## config.mk

```make
export PLATFORM = sky130hd
export DESIGN_NAME = mem_port_arbiter_flat
export DESIGN_NICKNAME = d
export VERILOG_FILES = /design/src/rtl/mem_port_arbiter_pkg.sv /design/src/rtl/mem_port_arbiter_if.sv /design/src/rtl/mem_port_arbiter_arb_starve_ctr.sv /design/src/rtl/mem_port_arbiter.sv /design/src/flat_wrapper.sv
export SDC_FILE = /design/constraint.sdc
export NUM_CORES = 1
export LEC_CHECK = 0
export ABC_AREA = 0
export BUFFER_PORTS_ARGS = -buffer_cell sky130_fd_sc_hd__buf_4
export CAP_MARGIN = 20
export CORE_MARGIN = 5
export CORE_UTILIZATION = 43
export CTS_BUF_LIST = sky130_fd_sc_hd__clkbuf_4 sky130_fd_sc_hd__clkbuf_8 sky130_fd_sc_hd__clkbuf_16
export DETAILED_ROUTE_END_ITERATION = 10
export GPL_ROUTABILITY_DRIVEN = 0
export PLACE_DENSITY_LB_ADDON = 0.1
export SLEW_MARGIN = 15
export SYNTH_ARGS = -nofsm -noshare
export SYNTH_HDL_FRONTEND = slang
export SYNTH_SLANG_ARGS = --single-unit
```

## constraint.sdc

```tcl
create_clock -name clk -period 1.6 [get_ports clk]
set_clock_uncertainty 0.1 [all_clocks]
set_input_delay 0.24 -clock clk [delete_from_list [all_inputs] [get_ports clk]]
set_output_delay 0.24 -clock clk [all_outputs]
set_load 0.02 [all_outputs]
```

## src/rtl/mem_port_arbiter_pkg.sv

```systemverilog
// Shared types for the memory port arbiter: FSM states, owner encoding and default widths.
package mem_port_arbiter_pkg;

  localparam int DEF_AW = 32;
  localparam int DEF_DW = 32;

  typedef enum logic [1:0] {
    IDLE  = 2'd0,
    ISSUE = 2'd1,
    RESP  = 2'd2
  } state_e;

  typedef enum logic {
    OWN_IF = 1'b0,
    OWN_D  = 1'b1
  } owner_e;

endpackage

```

## src/rtl/mem_port_arbiter_if.sv

```systemverilog
// Bundle of requester, memory and status signals around the arbiter.
// master = arbiter view, slave = requesters/memory view.
interface mem_port_arbiter_if
  import mem_port_arbiter_pkg::*;
#(
  parameter int AW = DEF_AW,
  parameter int DW = DEF_DW
);
  logic          if_req;
  logic [AW-1:0] if_addr;
  logic          if_done;
  logic [DW-1:0] if_rdata;

  logic          d_req;
  logic          d_wr;
  logic [AW-1:0] d_addr;
  logic [DW-1:0] d_wdata;
  logic          d_done;
  logic [DW-1:0] d_rdata;

  logic [AW-1:0] mem_addr;
  logic [DW-1:0] mem_data_in;
  logic          mem_wr;
  logic          mem_enable;
  logic [DW-1:0] mem_data_out;
  logic          mem_ready;

  logic          busy;
  logic          err;

  modport master (
    input  if_req, if_addr, d_req, d_wr, d_addr, d_wdata, mem_data_out, mem_ready,
    output if_done, if_rdata, d_done, d_rdata, mem_addr, mem_data_in, mem_wr,
           mem_enable, busy, err
  );

  modport slave (
    output if_req, if_addr, d_req, d_wr, d_addr, d_wdata, mem_data_out, mem_ready,
    input  if_done, if_rdata, d_done, d_rdata, mem_addr, mem_data_in, mem_wr,
           mem_enable, busy, err
  );
endinterface

```

## src/rtl/mem_port_arbiter_arb_starve_ctr.sv

```systemverilog
// Priority decision between fetch and data, with a streak counter that
// forces a fetch grant after STARVE_LIMIT consecutive data grants.
module arb_starve_ctr
  import mem_port_arbiter_pkg::*;
#(
  parameter int STARVE_LIMIT = 4
) (
  input  logic   clk,
  input  logic   rst,
  input  logic   idle,
  input  logic   grant,
  input  logic   if_req,
  input  logic   d_req,
  output owner_e winner
);
  localparam int SW = $clog2(STARVE_LIMIT + 1);

  logic [SW-1:0] streak_r;
  logic          at_limit_s;

  assign at_limit_s = (streak_r == SW'(STARVE_LIMIT));

  // Data wins unless fetch has waited through a full streak.
  always_comb begin
    winner = OWN_IF;
    if (d_req && !(if_req && at_limit_s)) begin
      winner = OWN_D;
    end else begin
      winner = OWN_IF;
    end
  end

  // Streak of data grants taken while fetch was waiting.
  always_ff @(posedge clk or negedge rst) begin
    if (!rst) begin
      streak_r <= {SW{1'b0}};
    end else if (idle && !if_req) begin
      streak_r <= {SW{1'b0}};
    end else if (grant) begin
      if (winner == OWN_IF) begin
        streak_r <= {SW{1'b0}};
      end else if (!at_limit_s) begin
        streak_r <= streak_r + SW'(1'b1);
      end else begin
        streak_r <= streak_r;
      end
    end else begin
      streak_r <= streak_r;
    end
  end

endmodule

```

## src/rtl/mem_port_arbiter.sv

```systemverilog
// Shares one memory port between instruction fetch and data access, one transaction at a time.
// Optional MEM_TIMEOUT_EN adds an ISSUE watchdog that sets a sticky err flag.
module mem_port_arbiter
  import mem_port_arbiter_pkg::*;
#(
  parameter int AW           = DEF_AW,
  parameter int DW           = DEF_DW,
  parameter int STARVE_LIMIT = 4,
  parameter int TIMEOUT      = 64
) (
  input logic                clk,
  input logic                rst,
  mem_port_arbiter_if.master bus
);
  state_e        state_r;
  state_e        state_nxt_s;
  owner_e        owner_r;
  owner_e        winner_s;
  logic [AW-1:0] mem_addr_r;
  logic [DW-1:0] mem_data_in_r;
  logic          wr_r;
  logic          mem_enable_r;
  logic          mem_wr_r;
  logic          if_done_r;
  logic          d_done_r;
  logic          busy_r;
  logic [DW-1:0] if_rdata_r;
  logic [DW-1:0] d_rdata_r;
  logic          grant_s;
  logic          capture_s;
  logic          finish_s;
  logic          timeout_s;
  logic          err_s;
  logic          lat_wr_s;

  arb_starve_ctr #(.STARVE_LIMIT(STARVE_LIMIT)) u_starve (
    .clk    (clk),
    .rst    (rst),
    .idle   (state_r == IDLE),
    .grant  (grant_s),
    .if_req (bus.if_req),
    .d_req  (bus.d_req),
    .winner (winner_s)
  );

  assign lat_wr_s = (winner_s == OWN_D) && bus.d_wr;

  // Next-state logic; finish_s marks the ISSUE exit that produces a done pulse.
  always_comb begin
    state_nxt_s = state_r;
    grant_s     = 1'b0;
    capture_s   = 1'b0;
    finish_s    = 1'b0;
    case (state_r)
      IDLE: begin
        if (bus.if_req || bus.d_req) begin
          state_nxt_s = ISSUE;
          grant_s     = 1'b1;
        end else begin
          state_nxt_s = IDLE;
        end
      end
      ISSUE: begin
        if (bus.mem_ready) begin
          state_nxt_s = RESP;
          capture_s   = 1'b1;
          finish_s    = 1'b1;
        end else if (timeout_s) begin
          state_nxt_s = RESP;
          finish_s    = 1'b1;
        end else begin
          state_nxt_s = ISSUE;
        end
      end
      RESP:    state_nxt_s = IDLE;
      default: state_nxt_s = IDLE;
    endcase
  end

  // FSM state register.
  always_ff @(posedge clk or negedge rst) begin
    if (!rst) begin
      state_r <= IDLE;
    end else begin
      state_r <= state_nxt_s;
    end
  end

  // Latched request and registered outputs, all derived from the next state.
  always_ff @(posedge clk or negedge rst) begin
    if (!rst) begin
      owner_r       <= OWN_IF;
      mem_addr_r    <= {AW{1'b0}};
      mem_data_in_r <= {DW{1'b0}};
      wr_r          <= 1'b0;
      mem_enable_r  <= 1'b0;
      mem_wr_r      <= 1'b0;
      if_done_r     <= 1'b0;
      d_done_r      <= 1'b0;
      busy_r        <= 1'b0;
      if_rdata_r    <= {DW{1'b0}};
      d_rdata_r     <= {DW{1'b0}};
    end else begin
      if (grant_s) begin
        owner_r       <= winner_s;
        mem_addr_r    <= (winner_s == OWN_D) ? bus.d_addr : bus.if_addr;
        mem_data_in_r <= (winner_s == OWN_D) ? bus.d_wdata : {DW{1'b0}};
        wr_r          <= lat_wr_s;
      end
      mem_enable_r <= (state_nxt_s == ISSUE);
      mem_wr_r     <= (state_nxt_s == ISSUE) && (grant_s ? lat_wr_s : wr_r);
      if_done_r    <= finish_s && (owner_r == OWN_IF);
      d_done_r     <= finish_s && (owner_r == OWN_D);
      busy_r       <= (state_nxt_s != IDLE);
      if (capture_s && !wr_r) begin
        if (owner_r == OWN_IF) begin
          if_rdata_r <= bus.mem_data_out;
        end else begin
          d_rdata_r  <= bus.mem_data_out;
        end
      end
    end
  end

`ifdef MEM_TIMEOUT_EN
  localparam int CW = $clog2(TIMEOUT + 1);

  logic [CW-1:0] tmo_cnt_r;
  logic          err_r;

  // ISSUE watchdog; a finish without capture can only be a timeout.
  always_ff @(posedge clk or negedge rst) begin
    if (!rst) begin
      tmo_cnt_r <= {CW{1'b0}};
      err_r     <= 1'b0;
    end else begin
      if (state_r == ISSUE) begin
        tmo_cnt_r <= tmo_cnt_r + CW'(1'b1);
      end else begin
        tmo_cnt_r <= {CW{1'b0}};
      end
      if (finish_s && !capture_s) begin
        err_r <= 1'b1;
      end
    end
  end

  assign timeout_s = (tmo_cnt_r == CW'(TIMEOUT - 1));
  assign err_s     = err_r;
`else
  logic unused_timeout_s;
  assign unused_timeout_s = (TIMEOUT > 0);
  assign timeout_s        = 1'b0;
  assign err_s            = 1'b0;
`endif

  assign bus.mem_addr    = mem_addr_r;
  assign bus.mem_data_in = mem_data_in_r;
  assign bus.mem_wr      = mem_wr_r;
  assign bus.mem_enable  = mem_enable_r;
  assign bus.if_done     = if_done_r;
  assign bus.d_done      = d_done_r;
  assign bus.if_rdata    = if_rdata_r;
  assign bus.d_rdata     = d_rdata_r;
  assign bus.busy        = busy_r;
  assign bus.err         = err_s;

endmodule

```

## src/flat_wrapper.sv

```systemverilog
// flat-port wrapper written by rule: the top's interface ports become plain ports
module mem_port_arbiter_flat import mem_port_arbiter_pkg::*;
#(
  parameter int AW           = DEF_AW,
  parameter int DW           = DEF_DW,
  parameter int STARVE_LIMIT = 4,
  parameter int TIMEOUT      = 64
)
  (clk, rst, bus_if_req, bus_if_addr, bus_d_req, bus_d_wr, bus_d_addr, bus_d_wdata, bus_mem_data_out, bus_mem_ready, bus_if_done, bus_if_rdata, bus_d_done, bus_d_rdata, bus_mem_addr, bus_mem_data_in, bus_mem_wr, bus_mem_enable, bus_busy, bus_err);
  mem_port_arbiter_if #(.AW(AW), .DW(DW)) bus_i ();
  input logic clk;
  input logic rst;
  input wire logic [$bits(bus_i.if_req)-1:0] bus_if_req;
  input wire logic [$bits(bus_i.if_addr)-1:0] bus_if_addr;
  input wire logic [$bits(bus_i.d_req)-1:0] bus_d_req;
  input wire logic [$bits(bus_i.d_wr)-1:0] bus_d_wr;
  input wire logic [$bits(bus_i.d_addr)-1:0] bus_d_addr;
  input wire logic [$bits(bus_i.d_wdata)-1:0] bus_d_wdata;
  input wire logic [$bits(bus_i.mem_data_out)-1:0] bus_mem_data_out;
  input wire logic [$bits(bus_i.mem_ready)-1:0] bus_mem_ready;
  output wire logic [$bits(bus_i.if_done)-1:0] bus_if_done;
  output wire logic [$bits(bus_i.if_rdata)-1:0] bus_if_rdata;
  output wire logic [$bits(bus_i.d_done)-1:0] bus_d_done;
  output wire logic [$bits(bus_i.d_rdata)-1:0] bus_d_rdata;
  output wire logic [$bits(bus_i.mem_addr)-1:0] bus_mem_addr;
  output wire logic [$bits(bus_i.mem_data_in)-1:0] bus_mem_data_in;
  output wire logic [$bits(bus_i.mem_wr)-1:0] bus_mem_wr;
  output wire logic [$bits(bus_i.mem_enable)-1:0] bus_mem_enable;
  output wire logic [$bits(bus_i.busy)-1:0] bus_busy;
  output wire logic [$bits(bus_i.err)-1:0] bus_err;
  assign bus_i.if_req = bus_if_req;
  assign bus_i.if_addr = bus_if_addr;
  assign bus_i.d_req = bus_d_req;
  assign bus_i.d_wr = bus_d_wr;
  assign bus_i.d_addr = bus_d_addr;
  assign bus_i.d_wdata = bus_d_wdata;
  assign bus_i.mem_data_out = bus_mem_data_out;
  assign bus_i.mem_ready = bus_mem_ready;
  assign bus_if_done = bus_i.if_done;
  assign bus_if_rdata = bus_i.if_rdata;
  assign bus_d_done = bus_i.d_done;
  assign bus_d_rdata = bus_i.d_rdata;
  assign bus_mem_addr = bus_i.mem_addr;
  assign bus_mem_data_in = bus_i.mem_data_in;
  assign bus_mem_wr = bus_i.mem_wr;
  assign bus_mem_enable = bus_i.mem_enable;
  assign bus_busy = bus_i.busy;
  assign bus_err = bus_i.err;
  mem_port_arbiter #(.AW(AW), .DW(DW), .STARVE_LIMIT(STARVE_LIMIT), .TIMEOUT(TIMEOUT)) u_core (.clk(clk), .rst(rst), .bus(bus_i));
endmodule
```

Word-level counts from Yosys, hierarchy flattened

Index checks and enable logic that the tools add are counted.

Eq/ne operators: 4
Add/subtract/negate cells: 1
Bitwise logic cells: 1
Reductions and logical operators: 18
Multiplexer cells: 15

Operators by type and width:

| operator              | number |
|---|---|
| $mux W32              | 2 |
| $mux W3               | 4 |
| $logic_and A1 B1 Y1   | 8 |
| $mux W1               | 7 |
| $reduce_and A2 Y1     | 3 |
| $eq A2 B1 Y1 const B  | 2 |
| $pmux W2 S2           | 1 |
| $reduce_bool A2 Y1    | 2 |
| $add A3 B1 Y3 const B | 1 |
| $eq A3 B3 Y1 const B  | 1 |
| $logic_not A1 Y1      | 3 |
| $ne A3 B3 Y1 const B  | 1 |
| $logic_not A2 Y1      | 1 |
| $mux W2               | 1 |
| $logic_or A1 B1 Y1    | 1 |
| $not A1 Y1            | 1 |

Logic and storage cells: 52
Bits in registers: 140
Output and inout bits: 134

Depth between registers and ports, before layout

Depth after elaboration: 8
Mapped depth: 6
Mapped depth without buffers: 5

Modules after synthesis

A second synthesis with hierarchy kept.

Cell total of the unflattened synthesis: 475
Area total of the unflattened synthesis: 5940.7 µm²

Modules (own cells, without submodules):

| module           | times used | cells an instance | area an instance (µm²) |
|---|---|---|---|
| mem_port_arbiter | 1          | 451               | 5701.7 |
| arb_starve_ctr   | 1          | 24                | 239.0 |

Least setup slack after synthesis

Ideal clock, no wire load.

Path kind: register to register
From: register u_core.u_starve.streak_r[0]
To: register u_core.mem_addr_r[21] (netlist: u_core.bus.mem_addr[21])
Library setup time: 0.081 ns
Required time: 1.419 ns
Path buffers: 1
Arrival time: 1.366 ns
Slack: 0.053 ns
Cell stages (with the launch flop): 7
Path through: dfrtp_1 > inv_1 > ha_1 > nand3_1 > clkbuf_1 > nand3_1 > a31oi_2

Longest elaborated chain between the ends: 6

Ends and longest elaborated chain:

| what                   | RTL line                              | source |
|---|---|---|
| from (decl)            | mem_port_arbiter_arb_starve_ctr.sv:18 | `logic [SW-1:0] streak_r;` |
| from (signal assigned) | mem_port_arbiter_arb_starve_ctr.sv:36 | `streak_r <= {SW{1'b0}};` |
| from (signal assigned) | mem_port_arbiter_arb_starve_ctr.sv:38 | `streak_r <= {SW{1'b0}};` |
| from (signal assigned) | mem_port_arbiter_arb_starve_ctr.sv:41 | `streak_r <= {SW{1'b0}};` |
| $eq A3 B3 Y1           | mem_port_arbiter_arb_starve_ctr.sv:21 | `assign at_limit_s = (streak_r == SW'(STARVE_LIMIT));` |
| $logic_and A1 B1 Y1    | mem_port_arbiter_arb_starve_ctr.sv:26 | `if (d_req && !(if_req && at_limit_s)) begin` |
| $logic_not A1 Y1       | mem_port_arbiter_arb_starve_ctr.sv:26 |  |
| $logic_and A1 B1 Y1    | mem_port_arbiter_arb_starve_ctr.sv:26 |  |
| $mux W1                | mem_port_arbiter_arb_starve_ctr.sv:26 |  |
| $mux W32               | mem_port_arbiter.sv:106               | `mem_addr_r <= (winner_s == OWN_D) ? bus.d_addr : bus.if_addr;` |
| to (signal assigned)   | mem_port_arbiter.sv:93                | `mem_addr_r <= {AW{1'b0}};` |
| to (signal assigned)   | mem_port_arbiter.sv:106               |  |
| to (decl)              | mem_port_arbiter.sv:19                | `logic [AW-1:0] mem_addr_r;` |

No other way between the ends.
A chain may end at the register's enable or synchronous reset.

Worst setup path after layout

From: register u_core.u_starve.streak_r[1]
To: register u_core.mem_data_in_r[27] (netlist: u_core.bus.mem_data_in[27])

Longest elaborated chain between the ends: 6

Ends and longest elaborated chain:

| what                 | RTL line                              | source |
|---|---|---|
| $eq A3 B3 Y1         | mem_port_arbiter_arb_starve_ctr.sv:21 |  |
| $logic_and A1 B1 Y1  | mem_port_arbiter_arb_starve_ctr.sv:26 |  |
| $logic_not A1 Y1     | mem_port_arbiter_arb_starve_ctr.sv:26 |  |
| $logic_and A1 B1 Y1  | mem_port_arbiter_arb_starve_ctr.sv:26 |  |
| $mux W1              | mem_port_arbiter_arb_starve_ctr.sv:26 |  |
| $mux W32             | mem_port_arbiter.sv:107               | `mem_data_in_r <= (winner_s == OWN_D) ? bus.d_wdata : {DW{1'b0}};` |
| to (signal assigned) | mem_port_arbiter.sv:94                | `mem_data_in_r <= {DW{1'b0}};` |
| to (signal assigned) | mem_port_arbiter.sv:107               |  |
| to (decl)            | mem_port_arbiter.sv:20                | `logic [DW-1:0] mem_data_in_r;` |

No other way between the ends.

==> impl_metrics.yaml <==
synthesis:
  yosysWarnings: 0
  yosysTopAreaCell: "dfrtp_1"
  synthFlopType: "dfrtp_1"
  synth_cell_types: 39
  ys_ff_latch: 140
  netlist_area_mm2: 0.00595
  synth_mux_area_share_pct: 14.0
  synth_commonest_cells: "dfrtp_1 (140), o21ai_0 (35), a21oi_1 (34), nand3_1 (34), mux2_2 (32)"
  synth_seq_area_share_pct: 58.8
  synth_top_family_by_area: "compound AO/OA/AOI/OAI gates"
  synth_area_leaders: "dfrtp_1 (59%), mux2_4 (7.6%), mux2_2 (6.1%)"
  synth_top_area_share_pct: 58.8
  synthSimpleGateAreaFrac_pct: 5.67
  synth_xor_area_share_pct: 0
  ys_async_sr_fraction_pct: 100
  syn_inst: 445
  synthAdderAreaFrac_pct: 0.420
  synth_compound_gate_area_share_pct: 16.1
  synth.most_common_cell: "dfrtp_1"
  syn-num-nets: 581
  syn_area_per_cell_um2: 13.4
  synth-edff-count: 0
setup_path:
  timing.rr.start: "u_core.u_starve.streak_r[1]"
  r2r_cells: 7
  crit_path_end_kind: "flip-flop"
  critPathCapture: "u_core.bus.mem_data_in[27]"
  r2r_setup_slack_ns: -0.03
  critical_path.top_delay_family: "flip-flops"
  worst-endpoint-required_ns: 1.79
  worst-path-buf-inv: 3
  crit_slowest_cell: "dfrtp_1"
  cp-start-kind: "flip-flop"
  crit_start: "u_core.u_starve.streak_r[1]"
  r2r_end: "u_core.bus.mem_data_in[27]"
  cp.depth: 7
  worstPathArrival_ns: 1.82
  slowest_delay_ns: 0.40
  critPathKind: "flip-flop to flip-flop"
  worstPathMaxFanout: 8
  path_cells: "inv_2 > ha_4 > and3_4 > nor3_4 > buf_12 > clkbuf_16 > a22o_2"
cts:
  clk_latency_ns: 0.41
  numCtsBuffers: 17
  clockBufferDepth: 2
  htreeDepth: 4
  clk_pin_slew_worst_paths_ns: 0.06
  clock_sinks: 140
  cts_tree: "done"
  cts-root-buf: "clkbuf_16"
run_status:
  status: "finished, violations left"
  violations: "negative setup slack"
drt:
  drc_errors: 0
  post_drt_via_cell_ratio: 5.16
  first_pass_iters: 5
  ant_nets: 0
  vias: 5121
  routed_wl_um: 18300
  detail_route.wl_per_cell_um: 18.4
  drtIter0Drc: 315
global_route:
  track_usage_pct: 21.8
  grt_overflow: 0
  grt_pass1_vias: 5485
  grt_max_degree: 44
  antenna_found_initial: 0
  grt_pass1_wl_um: 28100
place:
  dpl_cell_area_mm2: 0.00819
  dp_slack_ns: -0.0564
  dpl.hpwl_um: 12100
  portBuffers: 266
finish:
  n_antenna_cell: 0
  final_area_mm2: 0.00970
  fill_cells: 975
  drive_gt1_share_pct: 54.9
  num-nets-final: 935
  synthToLayoutAreaGrowth_pct: 62.9
  finalCoreUtilization_pct: 70.7
sta:
  drv_slew: 0
  worst_slack_ns: -0.0300
  timing.final.crit_share_pct: 102
  min_period_ns: 1.63
  fmax_mhz: 614
  fin_setup_tns_ns: -0.356
  setup_viol: 22
  hold_viol: 0
  grt_setup_unrepaired: "yes"
flow_run:
  drv_cap: 0
die:
  die_y_um: 128
  rows: 43
  pin_count: 268
  die_area_mm2: 0.0163
  fp.coreArea_mm2: 0.0137
  die_width_um: 128
  start_util_pct: 43.4
power:
  ir_worst_vdd_uv: 868
  p_per_area_mw_per_mm2: 1920
  p_leak_nw: 4.67
min_path:
  hp-class: "primary input to flip-flop"
-- tightest hold or removal path, stage by stage --
cell     delay, ns
buf_4         0.11
nand3_1       0.07
a31oi_1       0.07
-- area by class of cell --
class	instances	area, um2	share of cell area [%]
multi-input combinational	260	2200	22.7
clock inverter	6	85.1	0.877
inverter	7	26.3	0.271
timing repair buffer	373	3150	32.5
sequential	140	3500	36.1
clock buffer	26	512	5.28
tap	180	225	2.32
-- cells in the final DEF, fill, tap and decap left out, drive strengths merged --
cell,Yosys,layout
buf,24,297
dfrtp,140,140
dlygate4sd3,0,73
mux2,64,64
nand3,35,35
o21ai,35,35
a21oi,34,34
a22o,32,32
a31oi,32,32
clkbuf,15,28
inv,7,7
nand2,4,4
and2,2,3
nor3,3,3
or2,3,3
a211oi,2,2
clkinv,0,2
clkinvlp,0,2
bufinv,0,2
nor2,2,2
ha,2,2
nand3b,1,1
and4,1,1
o21a,1,1
and3,1,1
o22ai,1,1
nand4,1,1
a21o,1,1
nor4b,1,1
conb,1,1
dlymetal6s4s,0,1
-- registers in the layout, summed over array words and instances, names as in the netlist --
register and cells:
u_core.wr_r 1, u_core.bus.if_rdata 32, u_core.owner_r 1, u_core.state_r 2, u_core.bus.busy 1, u_core.bus.mem_wr 1
u_core.bus.mem_enable 1, u_core.bus.mem_addr 32, u_core.bus.mem_data_in 32, u_core.bus.if_done 1, u_core.bus.d_rdata 32, u_core.bus.d_done 1
u_core.u_starve.streak_r 3
-- layer usage --
metal / vias to the layer above / wire length [um] / GRT usage (%)
met2: 236 / 9290 / 37.4
met1: 2493 / 7030 / 25.3
met5: - / 0 / 0
met4: 0 / 530 / 9.49
li1: 2350 / - / -
met3: 42 / 1410 / 6.50
-- worst min path at each step --
stage | to | start | cells past startpoint | slack [ns]
after floorplan | u_core.bus.busy | rst | 0 | -0.16
after global placement | u_core.bus.d_rdata[22] | rst | 1 | 0.02
after detailed placement | u_core.bus.d_rdata[22] | rst | 1 | 0.02
after CTS | u_core.bus.mem_addr[0] | bus_d_addr[0] | 3 | 0.0008
after global routing | u_core.bus.mem_addr[5] | bus_d_addr[5] | 3 | 0.008
final | u_core.bus.mem_addr[9] | bus_d_addr[9] | 3 | 0.02
-- metrics by stage --
stage | hold slack (ns) | cells | total power [mW]
6_report | 0.0200 | 992 | 18.6
5_1_grt | 0.00751 | 992 | 19.6
4_1_cts | 0.000753 | 985 | 18.5
3_5_place_dp | 0.0150 | 878 | 14.4
3_3_place_gp | 0.0160 | 878 | 14.2
2_1_floorplan | -0.156 | 445 | 10.7
-- logic make-up (layout without fill, tap and decap cells) --
group           after synthesis  count (layout)
simple gates                 54              55
mux                          64              64
fa+ha+maj                     2               2
buf+inv                      46             412
compound gates              138             138
other cells                   1               1
flops                       140             140
-- power breakdown --
part	switching (mW)	internal (mW)	leakage [nW]
registers	1.02	5.20	1.68
logic	4.24	4.26	2.70
clock network	1.40	2.52	0.295
total	6.66	12.0	4.67
-- timing repair --
action	in CTS	in global routing
buffers inserted	1	3
hold endpoints to repair	246	0
pin swaps	0	3
gates cloned	0	4
setup endpoints to repair	62	107
hold buffers	74	0
resized for setup	7	20
Power figures use the tool's default switching activity.
